### config.mk
export PLATFORM = sky130hd
export DESIGN_NAME = counter_driver_flat
export DESIGN_NICKNAME = d
export VERILOG_FILES = /design/src/rtl/counter_driver_if.sv /design/src/rtl/counter_driver.sv /design/src/flat_wrapper.sv
export SDC_FILE = /design/constraint.sdc
export NUM_CORES = 1
export LEC_CHECK = 0
export CAP_MARGIN = 0
export CORE_MARGIN = 2
export CORE_UTILIZATION = 40
export DETAILED_ROUTE_END_ITERATION = 7
export SLEW_MARGIN = 20
export SYNTH_ARGS = -nofsm -noshare
export SYNTH_HDL_FRONTEND = slang
export SYNTH_SLANG_ARGS = --single-unit
### constraint.sdc
create_clock -name Clock_i -period 1.51 [get_ports Clock_i]
set_clock_uncertainty 0.05 [all_clocks]
set_input_delay 0.302 -clock Clock_i [delete_from_list [all_inputs] [get_ports Clock_i]]
set_output_delay 0.302 -clock Clock_i [all_outputs]
set_load 0.01 [all_outputs]
### src/rtl/counter_driver_if.sv
// counter_driver_if: target handshake plus the command/status wires between
// counter_driver and a 3-bit up/down counter. The driver uses the slave view;
// whoever supplies targets and models the counter uses the master view.
interface counter_driver_if #(
  parameter int WIDTH = 3
);
  logic [WIDTH-1:0] Target_i;
  logic             TargetValid_i;
  logic             TargetReady_o;
  logic [WIDTH-1:0] Status_i;
  logic             Up_o;
  logic             Down_o;
  logic             Busy_o;
  logic             Done_o;
  logic             Error_o;

  modport slave (
    input  Target_i, TargetValid_i, Status_i,
    output TargetReady_o, Up_o, Down_o, Busy_o, Done_o, Error_o
  );

  modport master (
    output Target_i, TargetValid_i, Status_i,
    input  TargetReady_o, Up_o, Down_o, Busy_o, Done_o, Error_o
  );
endinterface

### src/rtl/counter_driver.sv
// counter_driver: walks a saturating up/down counter to a requested value by
// issuing single-cycle Up/Down pulses, one step per COMPARE/PULSE/SETTLE(/GAP)
// round, and reports completion (Done) or a counter that refused to move (Error).
// Optional feature: define COUNTER_DRIVER_ABORT_EN to add the Abort_i input,
// which ends a move early with Done and no Error.
module counter_driver #(
  parameter int WIDTH    = 3,
  parameter int MAX_VAL  = 7,
  parameter int STEP_GAP = 0
) (
  input  logic            Clock_i,
  input  logic            Reset_n_i,
`ifdef COUNTER_DRIVER_ABORT_EN
  input  logic            Abort_i,
`endif
  counter_driver_if.slave bus
);

  typedef enum logic [2:0] {
    IDLE,
    COMPARE,
    PULSE,
    SETTLE,
    GAP,
    DONE
  } state_t;

  localparam logic [WIDTH:0]   MAX_EXT   = (WIDTH + 1)'(MAX_VAL);
  localparam logic [WIDTH-1:0] MAX_CLAMP = WIDTH'(MAX_VAL);
  localparam logic [3:0]       GAP_LAST  = (STEP_GAP > 0) ? 4'(STEP_GAP - 1) : 4'd0;

  state_t           state_q;
  logic [WIDTH-1:0] target_q;
  logic [WIDTH-1:0] target_d;
  logic [WIDTH-1:0] snap_q;
  logic [3:0]       gapCnt_q;
  logic             ready_q;
  logic             up_q;
  logic             down_q;
  logic             busy_q;
  logic             done_q;
  logic             error_q;
  logic             abort;

`ifdef COUNTER_DRIVER_ABORT_EN
  assign abort = Abort_i;
`else
  assign abort = 1'b0;
`endif

  // Clamp an incoming target to the highest value the counter may legally hold
  always_comb begin
    target_d = bus.Target_i;
    if ({1'b0, bus.Target_i} > MAX_EXT) begin
      target_d = MAX_CLAMP;
    end
  end

  // Move sequencer: every output is a register updated alongside the state
  always_ff @(posedge Clock_i or negedge Reset_n_i) begin
    if (!Reset_n_i) begin
      state_q  <= IDLE;
      target_q <= '0;
      snap_q   <= '0;
      gapCnt_q <= '0;
      ready_q  <= 1'b1;
      up_q     <= 1'b0;
      down_q   <= 1'b0;
      busy_q   <= 1'b0;
      done_q   <= 1'b0;
      error_q  <= 1'b0;
    end else begin
      up_q   <= 1'b0;
      down_q <= 1'b0;
      done_q <= 1'b0;
      case (state_q)
        IDLE: begin
          if (bus.TargetValid_i && ready_q) begin
            target_q <= target_d;
            error_q  <= 1'b0;
            busy_q   <= 1'b1;
            ready_q  <= 1'b0;
            state_q  <= COMPARE;
          end
        end
        COMPARE: begin
          snap_q <= bus.Status_i;
          if (abort || (bus.Status_i == target_q)) begin
            done_q  <= 1'b1;
            state_q <= DONE;
          end else if (bus.Status_i < target_q) begin
            up_q    <= 1'b1;
            state_q <= PULSE;
          end else begin
            down_q  <= 1'b1;
            state_q <= PULSE;
          end
        end
        PULSE: begin
          if (abort) begin
            done_q  <= 1'b1;
            state_q <= DONE;
          end else begin
            state_q <= SETTLE;
          end
        end
        SETTLE: begin
          if (abort) begin
            done_q  <= 1'b1;
            state_q <= DONE;
          end else if (bus.Status_i == snap_q) begin
            error_q <= 1'b1;
            done_q  <= 1'b1;
            state_q <= DONE;
          end else if (STEP_GAP > 0) begin
            gapCnt_q <= GAP_LAST;
            state_q  <= GAP;
          end else begin
            state_q <= COMPARE;
          end
        end
        GAP: begin
          if (abort) begin
            done_q  <= 1'b1;
            state_q <= DONE;
          end else if (gapCnt_q == 4'd0) begin
            state_q <= COMPARE;
          end else begin
            gapCnt_q <= gapCnt_q - 4'd1;
          end
        end
        DONE: begin
          busy_q  <= 1'b0;
          ready_q <= 1'b1;
          state_q <= IDLE;
        end
        default: begin
          busy_q  <= 1'b0;
          ready_q <= 1'b1;
          state_q <= IDLE;
        end
      endcase
    end
  end

  assign bus.TargetReady_o = ready_q;
  assign bus.Up_o          = up_q;
  assign bus.Down_o        = down_q;
  assign bus.Busy_o        = busy_q;
  assign bus.Done_o        = done_q;
  assign bus.Error_o       = error_q;

endmodule

### src/flat_wrapper.sv
// flat-port wrapper written by rule: the top's interface ports become plain ports
module counter_driver_flat 
#(
  parameter int WIDTH    = 3,
  parameter int MAX_VAL  = 7,
  parameter int STEP_GAP = 0
)
  (Clock_i, Reset_n_i, bus_Target_i, bus_TargetValid_i, bus_Status_i, bus_TargetReady_o, bus_Up_o, bus_Down_o, bus_Busy_o, bus_Done_o, bus_Error_o);
  counter_driver_if #(.WIDTH(WIDTH)) bus_i ();
  input  logic Clock_i;
  input  logic Reset_n_i;
  input wire logic [$bits(bus_i.Target_i)-1:0] bus_Target_i;
  input wire logic [$bits(bus_i.TargetValid_i)-1:0] bus_TargetValid_i;
  input wire logic [$bits(bus_i.Status_i)-1:0] bus_Status_i;
  output wire logic [$bits(bus_i.TargetReady_o)-1:0] bus_TargetReady_o;
  output wire logic [$bits(bus_i.Up_o)-1:0] bus_Up_o;
  output wire logic [$bits(bus_i.Down_o)-1:0] bus_Down_o;
  output wire logic [$bits(bus_i.Busy_o)-1:0] bus_Busy_o;
  output wire logic [$bits(bus_i.Done_o)-1:0] bus_Done_o;
  output wire logic [$bits(bus_i.Error_o)-1:0] bus_Error_o;
  assign bus_i.Target_i = bus_Target_i;
  assign bus_i.TargetValid_i = bus_TargetValid_i;
  assign bus_i.Status_i = bus_Status_i;
  assign bus_TargetReady_o = bus_i.TargetReady_o;
  assign bus_Up_o = bus_i.Up_o;
  assign bus_Down_o = bus_i.Down_o;
  assign bus_Busy_o = bus_i.Busy_o;
  assign bus_Done_o = bus_i.Done_o;
  assign bus_Error_o = bus_i.Error_o;
  counter_driver #(.WIDTH(WIDTH), .MAX_VAL(MAX_VAL), .STEP_GAP(STEP_GAP)) u_core (.Clock_i(Clock_i), .Reset_n_i(Reset_n_i), .bus(bus_i));
endmodule
==> qor.txt <==
Status = finished clean
Largest net degree at the start of global routing = 20
Setup Crit Path Kind = flop to flop
Die Height = 52.2 um
Period utilisation layout = 0.993
P_leak = 0.559 nW
Crit path largest cell delay = 0.40 ns
Layout net count = 117
Hold WC Path Type = primary input to asynchronous set/reset pin
Synthesized area = 928 um^2
Metal-1 WL = 730 um
Crit path DAT = 1.67 ns
Initial antenna violation count = 0
Compound-Gate Fraction of Synth Area = 0.0782
Layout cells sized above 1 = 0.204
Synth Warn # = 0
Global-route wire length before repair = 2750 um
Worst setup SP type = flop
Via count = 647
P&R area growth vs syn = 28.0%
Ant. Diodes = 0
Seq/Total Area, Yosys = 0.513
TritonRoute pass-1 iters = 2
Synth Register Bits = 19
DP HPWL = 1180 um
Root Driver = clkbuf_4
CTS tree = built
Final Worst Setup Slack = 0.0104 ns
Mapped Cells = 80
Adder-Cell Fraction of Synth Area = 0.0539
Slowest CP cell = dfrtp_1
Main combinational cell family by area after synthesis = simple AND/OR/NAND/NOR gates
Num Clock Sinks = 19
Finished Cell Area = 1190 um^2
Cell total after placement = 126
Gr usage total = 0.143
GPL Wtd Cong = 0.671
Pre-CTS setup slack = -0.247 ns
Commonest non-fill, non-tap cells in the layout = dfrtp_1 (18), clkdlybuf4s50_1 (8), buf_4 (8), inv_1 (7), xnor2_1 (6)
Post-synth EDFFs = 0
Power Total = 1.85 mW
Initial cell density of the core = 0.420
TNS Setup = 0 ns
Yosys cell types = 28
Post-route insts no fill = 131
# setup viols final = 0
Grt total ovfl = 0
Mapped Avg Cell Area = 11.6 um^2
Max H-tree Level = 1
Reg clk slew, reported paths = 0.10 ns
Row count = 17
Synth Area in XOR/XNOR = 0.0566
Most common cell after layout, fill and taps aside = dfrtp_1
FFs w/ async S/R, synth = 1.00
Met3 routed WL = 103 um
Primary FF master, synth = dfrtp_1
Max_slew headroom = 0.762
Critical Path Sink Type = flop
Syn Nets = 93
Slew @ Worst Pin = 0.357 ns
Final Hold Vio Count = 0
Dpl cell area = 1140 um^2
Post-Synth Simple-Gate Area = 0.162
Pwr Density = 1550 nW/um^2
Crit path cell chain = inv_2 > ha_4 > or3b_4 > o31a_1 > o22ai_2
Met2 wire len = 646 um
DIE AREA = 2720 um^2
Vias in the first global route = 654
Final Max Slew Viols = 0
DRT iter0 DRCs = 3
Max FO, Critical Path = 4
Number of vias per cell = 4.94
Routed WL = 1510 um
RSZ-0062 raised after global routing = true
# IOs = 15
Routed len/inst = 11.5 um
Max VDD drop = 770 uV
Layout fillers = 222
Clock Path Buffers = 2
CTS buffer count = 3
Residual DRC = 0
Max Used Layer = met4
WP data required = 1.68 ns
Die X = 52.2 um
IO Port Bufs = 14
Max_cap viols = 0
Core area = 2210 um^2
Antenna viol nets, final = 0
Clock period minus worst slack = 1.50 ns
Highest Clock Rate = 667 MHz
Worst-Skew Late Latency = 0.29 ns
Post-synthesis mux area share = 0.0836
[synth_stat cells, types with 2 or more instances]
cell type,n,area share
a21oi_1,4,0.022
buf_2,3,0.016
dfrtp_1,18,0.49
ha_1,4,0.054
inv_1,9,0.036
mux2_1,6,0.073
nand2_1,2,0.0081
nand2b_1,2,0.013
nand3_1,3,0.016
nand3b_1,2,0.016
nand4_1,3,0.020
nor2_1,2,0.0081
o21ai_1,2,0.011
xnor2_1,6,0.057
[state kept, by name (all words and copies together) (netlist names)]
name / cells
u_core.bus.Busy_o: 1
u_core.gapCnt_q: 4
u_core.bus.Down_o: 1
u_core.bus.Done_o: 1
u_core.bus.Error_o: 1
u_core.snap_q: 3
u_core.bus.TargetReady_o: 1
u_core.bus.Up_o: 1
u_core.target_q: 3
u_core.state_q: 3
[critical path, delay by kind of cell, from the launching register on]
kind	cells	cell delay [ns]
simple gates	1	0.39
compound gates	2	0.40
flops	1	0.40
fa+ha+maj	1	0.12
buf+inv	1	0.08
[report_power, final]
| group | internal, mW | leakage, nW | switching [mW] | total (mW) |
|---|---|---|---|---|
| registers | 0.690 | 0.241 | 0.126 | 0.816 |
| clock network | 0.103 | 0.0150 | 0.147 | 0.250 |
| logic | 0.429 | 0.302 | 0.353 | 0.781 |
[metal layers]
metal	vias to the layer above	track usage
met5	-	0
met4	0	0.0470
met3	6	0.0686
met2	16	0.224
met1	304	0.172
li1	321	-
[area by class of cell]
| cell class | instances | area, um^2 | share of cell area |
|---|---|---|---|
| flip-flops and latches | 19 | 477 | 0.401 |
| multi-input cells | 49 | 423 | 0.356 |
| repair buffers | 22 | 194 | 0.163 |
| well taps | 28 | 35.0 | 0.0295 |
| inverters | 9 | 33.8 | 0.0284 |
| clock buffers | 4 | 26.3 | 0.0221 |
[through the flow]
step / util / hold WS [ns]
finish: 0.537 / 0.270
global route: 0.537 / 0.277
CTS: 0.530 / 0.271
detailed placement: 0.516 / 0.420
global placement: 0.516 / 0.410
floorplan: - / -0.0436
[path summary, 6_finish.rpt]
check,slack [ns],to,startpoint,cells after the start
hold / removal,0.27,u_core.snap_q[0],Reset_n_i,2
setup reg to reg,0.01,u_core.state_q[0],u_core.gapCnt_q[1],5
setup / recovery,0.01,u_core.state_q[0],u_core.gapCnt_q[1],5
max in group asynchronous,0.87,u_core.bus.TargetReady_o,Reset_n_i,2
hold reg to reg,0.44,u_core.gapCnt_q[3],u_core.gapCnt_q[3],1
min in group Clock_i,0.44,u_core.gapCnt_q[3],u_core.gapCnt_q[3],1
[repair_timing]
| item | in CTS | in global routing |
|---|---|---|
| setup endpoints to repair | 8 | 9 |
| gates resized for setup | 10 | 4 |
| setup buffers | 0 | 1 |
| cloned | 0 | 0 |
| hold buffers | 0 | 0 |
[kinds of logic (layout without fill, tap and decap cells)]
kind of cell	count (synthesis)	in the layout
AND/OR/NAND/NOR	21	21
flip-flops	19	19
buffers and inverters	12	35
AO/OA/AOI/OAI	11	11
multiplexers	7	7
XOR/XNOR	6	6
adder cells (fa/ha/maj)	4	4
Note: power is estimated with default switching activity, not from simulation.
